===== config.mk =====
export PLATFORM = sky130hd
export DESIGN_NAME = ibox_issue
export DESIGN_NICKNAME = d
export VERILOG_FILES = /design/src/rtl/ibox_pkg.sv /design/src/rtl/ibox_decode.sv /design/src/rtl/ibox_issue.sv
export SDC_FILE = /design/constraint.sdc
export NUM_CORES = 1
export LEC_CHECK = 0
export CAP_MARGIN = 30
export CORE_ASPECT_RATIO = 0.9
export CORE_MARGIN = 2
export CORE_UTILIZATION = 40
export DETAILED_ROUTE_END_ITERATION = 8
export GPL_TIMING_DRIVEN = 1
export PLACE_DENSITY = 0.77
export SKIP_CTS_REPAIR_TIMING = 1
export SYNTH_ARGS = -nofsm -noshare
export SYNTH_HDL_FRONTEND = slang
export SYNTH_SLANG_ARGS = --single-unit

===== constraint.sdc =====
create_clock -name clk -period 10.1 [get_ports clk]
set_input_delay 3.03 -clock clk [delete_from_list [all_inputs] [get_ports clk]]
set_output_delay 3.03 -clock clk [all_outputs]
set_load 0.01 [all_outputs]

===== src/rtl/ibox_pkg.sv =====
// Shared definitions for the integer issue stage: opcodes, formats, decode payload.
package ibox_pkg;

    localparam int unsigned XLEN  = 64;
    localparam int unsigned REG_W = 5;
    localparam int unsigned OPC_W = 13;

    localparam logic [5:0] OP_LDA   = 6'h08;
    localparam logic [5:0] OP_LDAH  = 6'h09;
    localparam logic [5:0] OP_LDBU  = 6'h0A;
    localparam logic [5:0] OP_LDQ_U = 6'h0B;
    localparam logic [5:0] OP_LDWU  = 6'h0C;
    localparam logic [5:0] OP_STW   = 6'h0D;
    localparam logic [5:0] OP_STB   = 6'h0E;
    localparam logic [5:0] OP_STQ_U = 6'h0F;
    localparam logic [5:0] OP_INTA  = 6'h10;
    localparam logic [5:0] OP_INTL  = 6'h11;
    localparam logic [5:0] OP_INTS  = 6'h12;
    localparam logic [5:0] OP_MUL   = 6'h13;
    localparam logic [5:0] OP_LDL   = 6'h28;
    localparam logic [5:0] OP_LDQ   = 6'h29;
    localparam logic [5:0] OP_LDL_L = 6'h2A;
    localparam logic [5:0] OP_LDQ_L = 6'h2B;
    localparam logic [5:0] OP_STL   = 6'h2C;
    localparam logic [5:0] OP_STQ   = 6'h2D;
    localparam logic [5:0] OP_STL_C = 6'h2E;
    localparam logic [5:0] OP_STQ_C = 6'h2F;

    localparam logic [REG_W-1:0] REG_ZERO = 5'd31;

    typedef enum logic [1:0] {
        FMT_MEM = 2'd0,
        FMT_OPR = 2'd1,
        FMT_ILL = 2'd2
    } fmt_e;

    // Decoded control for one instruction word
    typedef struct packed {
        fmt_e             fmt;
        logic             use_a;
        logic             use_b;
        logic             use_lit;
        logic             load;
        logic             store;
        logic             illegal;
        logic [REG_W-1:0] dest;
        logic [6:0]       func7;
    } dec_t;

    function automatic logic is_load(input logic [5:0] op);
        case (op)
            OP_LDBU, OP_LDQ_U, OP_LDWU,
            OP_LDL, OP_LDQ, OP_LDL_L, OP_LDQ_L: return 1'b1;
            default:                            return 1'b0;
        endcase
    endfunction

    function automatic logic is_store(input logic [5:0] op);
        case (op)
            OP_STW, OP_STB, OP_STQ_U,
            OP_STL, OP_STQ, OP_STL_C, OP_STQ_C: return 1'b1;
            default:                            return 1'b0;
        endcase
    endfunction

endpackage


===== src/rtl/ibox_decode.sv =====
// Combinational instruction decode: format, sources, destination, literal select.
module ibox_decode
    import ibox_pkg::*;
(
    input  logic [5:0]       op,
    input  logic [REG_W-1:0] ra,
    input  logic             lit_sel,
    input  logic [6:0]       func,
    input  logic [REG_W-1:0] rc,
    output dec_t             dec
);

    // Classify the opcode and derive operand usage
    always_comb begin
        dec      = '0;
        dec.fmt  = FMT_ILL;
        dec.dest = REG_ZERO;
        if (op inside {[OP_INTA:OP_MUL]}) begin
            dec.fmt     = FMT_OPR;
            dec.use_a   = 1'b1;
            dec.use_lit = lit_sel;
            dec.use_b   = !lit_sel;
            dec.func7   = func;
            dec.dest    = rc;
        end else if (op inside {[OP_LDA:OP_STQ_U], [OP_LDL:OP_STQ_C]}) begin
            dec.fmt   = FMT_MEM;
            dec.use_b = 1'b1;
            dec.load  = is_load(op);
            dec.store = is_store(op);
            dec.use_a = is_store(op);
            dec.dest  = is_store(op) ? REG_ZERO : ra;
        end else begin
            dec.illegal = 1'b1;
        end
    end

endmodule


===== src/rtl/ibox_issue.sv =====
// Issue stage: decode, operand read with writeback bypass, load scoreboard, one output register.
module ibox_issue
    import ibox_pkg::*;
#(
    parameter bit BYPASS     = 1'b1,
    parameter bit SCOREBOARD = 1'b1
) (
    input  logic             clk,
    input  logic             reset_n,
    input  logic             flush,
    input  logic             in_valid,
    output logic             in_ready,
    input  logic [31:0]      in_inst,
    output logic [REG_W-1:0] rf_raddr_a,
    output logic [REG_W-1:0] rf_raddr_b,
    input  logic [XLEN-1:0]  rf_rdata_a,
    input  logic [XLEN-1:0]  rf_rdata_b,
    input  logic             wb_en,
    input  logic [REG_W-1:0] wb_addr,
    input  logic [XLEN-1:0]  wb_data,
    input  logic             wb_load,
    output logic             out_valid,
    input  logic             out_ready,
    output logic [XLEN-1:0]  out_a,
    output logic [XLEN-1:0]  out_b,
    output logic [OPC_W-1:0] out_opcode,
    output logic [XLEN-1:0]  out_st_data,
    output logic [REG_W-1:0] out_dest,
    output logic             out_illegal
);

    dec_t             dec;
    logic [XLEN-1:0]  ra_val, rb_val;
    logic [XLEN-1:0]  a_d, b_d, st_d;
    logic [31:0]      sb_q, sb_d;
    logic             pend_a, pend_b, hazard, accept;

    ibox_decode u_decode (
        .op      (in_inst[31:26]),
        .ra      (in_inst[25:21]),
        .lit_sel (in_inst[12]),
        .func    (in_inst[11:5]),
        .rc      (in_inst[4:0]),
        .dec     (dec)
    );

    assign rf_raddr_a = in_inst[25:21];
    assign rf_raddr_b = in_inst[20:16];

    // Source read: r31 is hard zero, otherwise same-cycle writeback wins over the file
    always_comb begin
        ra_val = rf_rdata_a;
        rb_val = rf_rdata_b;
        if (rf_raddr_a == REG_ZERO)
            ra_val = '0;
        else if (BYPASS && wb_en && (wb_addr == rf_raddr_a))
            ra_val = wb_data;
        if (rf_raddr_b == REG_ZERO)
            rb_val = '0;
        else if (BYPASS && wb_en && (wb_addr == rf_raddr_b))
            rb_val = wb_data;
    end

    // Load-use hazard; a load return landing this cycle releases its dependant only when bypassed
    always_comb begin
        pend_a = dec.use_a && (rf_raddr_a != REG_ZERO) && sb_q[rf_raddr_a]
                 && !(BYPASS && wb_en && wb_load && (wb_addr == rf_raddr_a));
        pend_b = dec.use_b && (rf_raddr_b != REG_ZERO) && sb_q[rf_raddr_b]
                 && !(BYPASS && wb_en && wb_load && (wb_addr == rf_raddr_b));
        hazard = SCOREBOARD && (pend_a || pend_b);
    end

    assign in_ready = !hazard && (!out_valid || out_ready);
    assign accept   = in_valid && in_ready && !flush;

    // Operand formation per instruction format
    always_comb begin
        a_d  = '0;
        b_d  = '0;
        st_d = '0;
        case (dec.fmt)
            FMT_OPR: begin
                a_d = ra_val;
                b_d = dec.use_lit ? XLEN'(in_inst[20:13]) : rb_val;
            end
            FMT_MEM: begin
                a_d = {{(XLEN-16){in_inst[15]}}, in_inst[15:0]};
                b_d = rb_val;
                if (dec.store)
                    st_d = ra_val;
            end
            default: ;
        endcase
    end

    // Scoreboard next state: clear on load return, then set on load issue so set wins
    always_comb begin
        sb_d = sb_q;
        if (wb_en && wb_load)
            sb_d[wb_addr] = 1'b0;
        if (accept && dec.load && (dec.dest != REG_ZERO))
            sb_d[dec.dest] = 1'b1;
        if (!SCOREBOARD)
            sb_d = '0;
    end

    // Issue register and scoreboard state
    always_ff @(posedge clk) begin
        if (!reset_n) begin
            out_valid   <= 1'b0;
            out_a       <= '0;
            out_b       <= '0;
            out_opcode  <= '0;
            out_st_data <= '0;
            out_dest    <= '0;
            out_illegal <= 1'b0;
            sb_q        <= '0;
        end else begin
            out_valid <= accept || (out_valid && !out_ready && !flush);
            if (accept) begin
                out_a       <= a_d;
                out_b       <= b_d;
                out_opcode  <= {in_inst[31:26], dec.func7};
                out_st_data <= st_d;
                out_dest    <= dec.dest;
                out_illegal <= dec.illegal;
            end
            sb_q <= sb_d;
        end
    end

endmodule

==> flow_summary.yaml, run 1 <==
global_routing:
  grt_pass1_wl_um: 73500
  antenna_violations_before_repair: 2
  largest_net_degree_at_the_start_of_global_routing: 97
  number_of_global_route_vias_before_repair: 11970
  globalRoute.totalOverflow: 0
  globalRouteTotalUtil_pct: 30.9
floorplanning:
  placement_rows: 59
  fp.dieH_um: 167
  design.die.area_um2: 30900
  top_level_ports: 459
  die_x_um: 185
  placeableCoreArea_um2: 28900
  floorplan.initialDensity_pct: 40.8
synthesis:
  synth_top_cell_by_area: "sky130_fd_sc_hd__dfxtp_1"
  netlist.area_leader.share_pct: 41.4
  postSynth.asyncResetShare_pct: 0
  syn-num-nets: 1456
  synth-warning-count: 0
  netlist_top_cells_area: "sky130_fd_sc_hd__dfxtp_1 (41%), sky130_fd_sc_hd__mux2i_1 (13%), sky130_fd_sc_hd__o211ai_1 (5.6%), sky130_fd_sc_hd__o221a_1 (4.6%), sky130_fd_sc_hd__o31ai_1 (3.6%)"
  synthesized_instance_count: 1220
  post_synthesis_register_bit_count: 244
  yosysMostFrequentCell: "sky130_fd_sc_hd__dfxtp_1"
  count_of_flip_flops_with_a_built_in_enable_after_synthesis: 0
  synthesis.area_um2: 11800
  dominantRegCellSynth: "sky130_fd_sc_hd__dfxtp_1"
  synthTopCellsByCount: "sky130_fd_sc_hd__dfxtp_1 (244), sky130_fd_sc_hd__mux2i_1 (150), sky130_fd_sc_hd__nor2_1 (89)"
  synth_seq_area_share_pct: 41.4
  synth.lib_cells_used.distinct: 54
  synth.avg_cell_area_um2: 9.67
sta:
  maxSlewViolCount: 0
  slew_at_the_pin_closest_to_its_max_slew_limit_ps: 1020
  layout_setup_ws_ps: 857
  worst_relative_slew_slack_pct: 31.8
  maximum_achievable_frequency_mhz: 108
  rsz0062_at_grt: "no"
  final_sum_of_negative_setup_slack_ps: 0
  setup_viol: 0
  timing.final.crit_period_ps: 9240
  finalHoldViolCount: 0
  finalClockSkew_ps: 22.7
  final.hold.worst_slack_ps: 467
  final.period_utilization_pct: 91.5
critical_path:
  timing.critical_path.fanout_max: 17
  endpoint_arrival_time_on_the_critical_path_ps: 6210
  timing.critical_path.to_type: "primary output"
  worst_ep_required_time_ps: 7070
  timing.critical_path.from_type: "primary input"
  category_of_the_critical_setup_timing_path: "primary input to primary output"
place:
  pre_cts_slack_ps: 844
  detailedPlacementHpwl_um: 35100
  numPlacedInstances: 1948
  dpl_cell_area_um2: 16400
  gp_congestion: 0.935
  port_buffers: 458
cells_and_area:
  layout-drive-gt1-share_pct: 7.38
  synthesis_to_layout_area_growth_pct: 47.0
  layout.cell_area.non_filler_um2: 17300
  postLayoutCoreUtil_pct: 59.9
  net_total_in_the_final_layout: 1817
  finalNonFillerCells: 1997
detailed_routing:
  routedWlPerCell_um: 24.9
  num_vias: 12050
  drt_iter0_drc: 865
  dr.pass1.iters: 5
  postRouteWirelength_um: 49700
  ant_nets: 0
  route.detailed.drc: 0
  post_drt_via_cell_ratio: 6.03
pwr:
  power.total_mw: 2.44
  peakVddDrop_uv: 118
  power-per-cell-area_nw_per_um2: 141
  p_leak_nw: 6.73
clock_network:
  cts.root.buffer_cell: "sky130_fd_sc_hd__clkbuf_16"
  insertion_delay_ps: 540
  cts.sinks: 244
  cts_inserted_buffers: 27
  clock_tree_from_tritoncts: "yes"
  number_of_h_tree_levels: 1
  cts.reportedPaths.clkPinSlew_ps: 60
  clock_path_buffers: 3
status:
  outcome: "finished clean"
job:
  max-cap-violations: 0
hold_path:
  timing.hold.worst.class: "flop to flop"
==> area by class of cell <==
class                      instances  area (um2)
clock buffer                      40         785
timing repair buffer             481        4800
antenna                            2        5.00
multi-input combinational        824        6250
inverter                           3        11.3
tap                              396         495
sequential                       244        4880
clock inverter                     7         118
fill                            2489       11600
==> worst paths after layout <==
| kind | cells past startpoint | endpoint | start | slack [ps] |
|---|---|---|---|---|
| worst max-delay path | 8 | in_ready | in_inst[18] | 860 |
| worst min-delay path | 2 | out_opcode[6] | out_opcode[6] | 470 |
| worst max register to register | 10 | out_a[39] | sb_q[7] | 5960 |
| worst min register to register | 2 | out_opcode[6] | out_opcode[6] | 470 |
==> routing by layer <==
metal / routed length, um / track usage (%) / vias up
li1: - / - / 5453
met4: 2100 / 12.1 / 0
met2: 23700 / 51.4 / 629
met1: 19400 / 38.3 / 5851
met3: 4460 / 7.74 / 117
met5: 0 / 0 / -
==> registers in the layout, indices dropped and copies added (netlist names) <==
| name | cells |
|---|---|
| out_illegal | 1 |
| out_valid | 1 |
| out_st_data | 64 |
| sb_q | 32 |
| out_dest | 5 |
| out_b | 64 |
| out_a | 64 |
| out_opcode | 13 |
==> kinds of logic after synthesis <==
family / share of synthesized area [%]
compound gates: 26.1
simple gates: 10.6
flops: 41.4
mux: 15.0
buf+inv: 6.14
xor+xnor: 0.742
==> report_power, final <==
part | internal (mW) | switching (mW) | leakage, nW
clock network | 0.611 | 0.403 | 0.443
registers | 0.994 | 0.0174 | 1.98
logic | 0.200 | 0.216 | 4.31
total | 1.81 | 0.636 | 6.73
==> critical path: stages <==
cell	delay, ps
sky130_fd_sc_hd__clkdlybuf4s50_1	1040
sky130_fd_sc_hd__mux2i_1	160
sky130_fd_sc_hd__mux4_2	500
sky130_fd_sc_hd__nor3b_1	160
sky130_fd_sc_hd__a311oi_2	450
sky130_fd_sc_hd__o2bb2ai_4	190
sky130_fd_sc_hd__nor2_1	70
sky130_fd_sc_hd__clkdlybuf4s50_1	580
==> placed cells by master, fill, tap and decap left out, drive strengths merged, types with 4 or more instances in the layout <==
cell type	instances
o22a	4
inv	4
mux2i	150
o21ai	48
clkbuf	40
nand3b	6
nor2	90
buf	24
o221a	49
o31ai	57
mux4	11
nor2b	4
xnor2	5
o22ai	5
o211ai	88
nand2	24
nor4	64
a31o	64
clkdlybuf4s50	457
a211oi	26
a21oi	57
xor2	5
dfxtp	244
nand3	34
No activity file was read; power rests on OpenSTA's default activity.
==> inputs of run 2 (changes only) <==
--- a/config.mk
+++ b/config.mk
@@ -11,7 +11,7 @@
 export CORE_UTILIZATION = 40
 export DETAILED_ROUTE_END_ITERATION = 8
 export GPL_TIMING_DRIVEN = 1
-export PLACE_DENSITY = 0.77
+export PLACE_DENSITY = 0.8
 export SKIP_CTS_REPAIR_TIMING = 1
 export SYNTH_ARGS = -nofsm -noshare
 export SYNTH_HDL_FRONTEND = slang
==> constraint.sdc (replaced) <==
create_clock -name clk -period 8.45 [get_ports clk]
set_input_delay 2.535 -clock clk [delete_from_list [all_inputs] [get_ports clk]]
set_output_delay 2.535 -clock clk [all_outputs]
set_load 0.01 [all_outputs]
==> run 2 against run 1 <==
Effect of this change:
- sequential power is 20% higher
- final area is 0.40% higher
- non-clock buffer count is 8 higher
- count of clock-buffer cells in the layout is 2 higher
- sequential share of layout area is 0.11 points lower
- power is 19% higher
- clock power is 20% higher
- wire length is 0.17% lower
- hold slack worse by 2.7 ps
- critical endpoint unchanged
- largest cell class unchanged
- largest power group unchanged
==> flow_summary.yaml, run 2 (synthesis results as in run 1) <==
floorplanning:
  placeableCoreArea_um2: 28900
  placement_rows: 59
  floorplan.initialDensity_pct: 40.8
  die_x_um: 185
  fp.dieH_um: 167
  design.die.area_um2: 30900
  top_level_ports: 459
global_routing:
  grt_pass1_wl_um: 73400
  globalRoute.totalOverflow: 0
  largest_net_degree_at_the_start_of_global_routing: 98
  globalRouteTotalUtil_pct: 30.7
  antenna_violations_before_repair: 0
  number_of_global_route_vias_before_repair: 11703
clock_network:
  cts.root.buffer_cell: "sky130_fd_sc_hd__clkbuf_16"
  insertion_delay_ps: 540
  cts.sinks: 244
  cts.reportedPaths.clkPinSlew_ps: 60
  number_of_h_tree_levels: 1
  cts_inserted_buffers: 27
  clock_path_buffers: 3
  clock_tree_from_tritoncts: "yes"
critical_path:
  worstPathCellList: "clkdlybuf4s50_1 > buf_4 > mux4_2 > nor2_1 > a211oi_1 > nor3_2 > o2bb2ai_4 > nor2_1 > clkdlybuf4s50_1"
  timing.critical_path.from_type: "primary input"
  endpoint_arrival_time_on_the_critical_path_ps: 5470
  cp.buffers_inverters: 3
  timing.critical_path.fanout_max: 9
  critical_path_cell_count: 9
  timing.critical_path.to_type: "primary output"
  r2r_slack_ps: 4820
  critical_path.reg2reg.endpoint: "out_st_data[50]"
  category_of_the_critical_setup_timing_path: "primary input to primary output"
  timing.critical_path.max_delay_family: "buffers and inverters"
  r2r_start: "sb_q[27]"
  worst_ep_required_time_ps: 5920
  slowest_stage: "sky130_fd_sc_hd__clkdlybuf4s50_1"
  depth_of_the_worst_register_to_register_path: 9
  critical_path.max_stage_delay_ps: 800
  worstSetupEndpoint: "in_ready"
  cp-startpoint: "in_inst[22]"
cells_and_area:
  layout-drive-gt1-share_pct: 8.02
  mostFrequentLayoutCells: "sky130_fd_sc_hd__clkdlybuf4s50_1 (457), sky130_fd_sc_hd__dfxtp_1 (244), sky130_fd_sc_hd__mux2i_1 (150), sky130_fd_sc_hd__nor2_1 (89), sky130_fd_sc_hd__o211ai_1 (88)"
  top_regs: "out_a x64, out_b x64, out_st_data x64"
  synthesis_to_layout_area_growth_pct: 47.5
  most_common_library_cell_in_the_layout_ignoring_fill_and_taps: "sky130_fd_sc_hd__clkdlybuf4s50_1"
  net_total_in_the_final_layout: 1825
  num_antenna_cells: 0
hold_path:
  timing.hold.worst.class: "flop to flop"
  hold_path_startpoint: "out_opcode[6]"
sta:
  layout_setup_ws_ps: 450
  slew_at_the_pin_closest_to_its_max_slew_limit_ps: 986
  final.period_utilization_pct: 94.7
  rsz0062_at_grt: "no"
  worst_relative_slew_slack_pct: 34.3
  setup_viol: 0
  finalHoldViolCount: 0
  finalClockSkew_ps: 20.2
  maxSlewViolCount: 0
  maximum_achievable_frequency_mhz: 125
  final_sum_of_negative_setup_slack_ps: 0
  timing.final.crit_period_ps: 8000
pwr:
  net_sw_power_uw: 757
  switching_share_pct: 26.0
  seqPwrFrac_pct: 41.5
  peakVddDrop_uv: 129
  power-per-cell-area_nw_per_um2: 167
  clockPowerShare_pct: 41.4
  p_comb_share_pct: 17.1
  cell_internal_pwr_mw: 2.16
  power.total_mw: 2.91
  p_leak_nw: 6.78
job:
  max-cap-violations: 0
detailed_routing:
  drt_iter0_drc: 1102
  route.detailed.drc: 0
  ant_nets: 0
  postRouteWirelength_um: 49600
  routedWlPerCell_um: 24.7
  num_vias: 12128
  post_drt_via_cell_ratio: 6.05
  dr.pass1.iters: 5
place:
  detailedPlacementHpwl_um: 34900
  pre_cts_slack_ps: 439
  gp_congestion: 0.932
  port_buffers: 458
status:
  outcome: "finished clean"
run 2: layout make-up:
type / instances / area (um2)
clock buffer: 42 / 822
clock inverter: 7 / 88.8
fill: 2445 / 11500
inverter: 3 / 11.3
multi-input combinational: 824 / 6250
sequential: 244 / 4880
tap: 396 / 495
timing repair buffer: 489 / 4860
run 2: worst register-to-register path: cells and delay by family, from the launching register on:
| kind | cells | cell delay (ps) |
|---|---|---|
| AO/OA/AOI/OAI | 2 | 430 |
| multiplexers | 2 | 350 |
| flip-flops | 1 | 400 |
| AND/OR/NAND/NOR | 3 | 960 |
| buffers and inverters | 2 | 1400 |
run 2: layer usage:
| metal | share of wire [%] | track usage [%] | vias up |
|---|---|---|---|
| met5 | 0 | 0 | - |
| met4 | 3.4 | 9.97 | 0 |
| met3 | 8.7 | 7.50 | 92 |
| met2 | 48 | 50.6 | 600 |
| met1 | 40 | 39.3 | 5980 |
| li1 | - | - | 5456 |
run 2: worst min-delay path by stage:
stage | to | slack, ps | depth (start not counted)
after detailed placement | out_opcode[6] | 450 | 2
after CTS | out_opcode[6] | 460 | 2
after global routing | out_opcode[4] | 470 | 2
after floorplan | sb_q[31] | 450 | 1
after global placement | out_opcode[6] | 450 | 2
final | out_opcode[6] | 460 | 2
run 2: per-stage QoR:
stage               cell area [um2]  instances  util [%]  hold slack, ps
floorplan                     11800       1220         -             452
global placement              16500       1955      56.9             451
detailed placement            16500       1956      57.0             446
CTS                           17400       2005      60.2             464
global route                  17400       2005      60.2             472
finish                        17400       2005      60.2             464
run 2: power by group through the flow:
stage	clock network (mW)	registers (mW)	logic, mW
floorplan	0	1.25	0.200
global placement	0	1.23	0.488
detailed placement	0	1.23	0.493
CTS	1.22	1.21	0.496
global route	1.27	1.21	0.524
finish	1.21	1.21	0.498
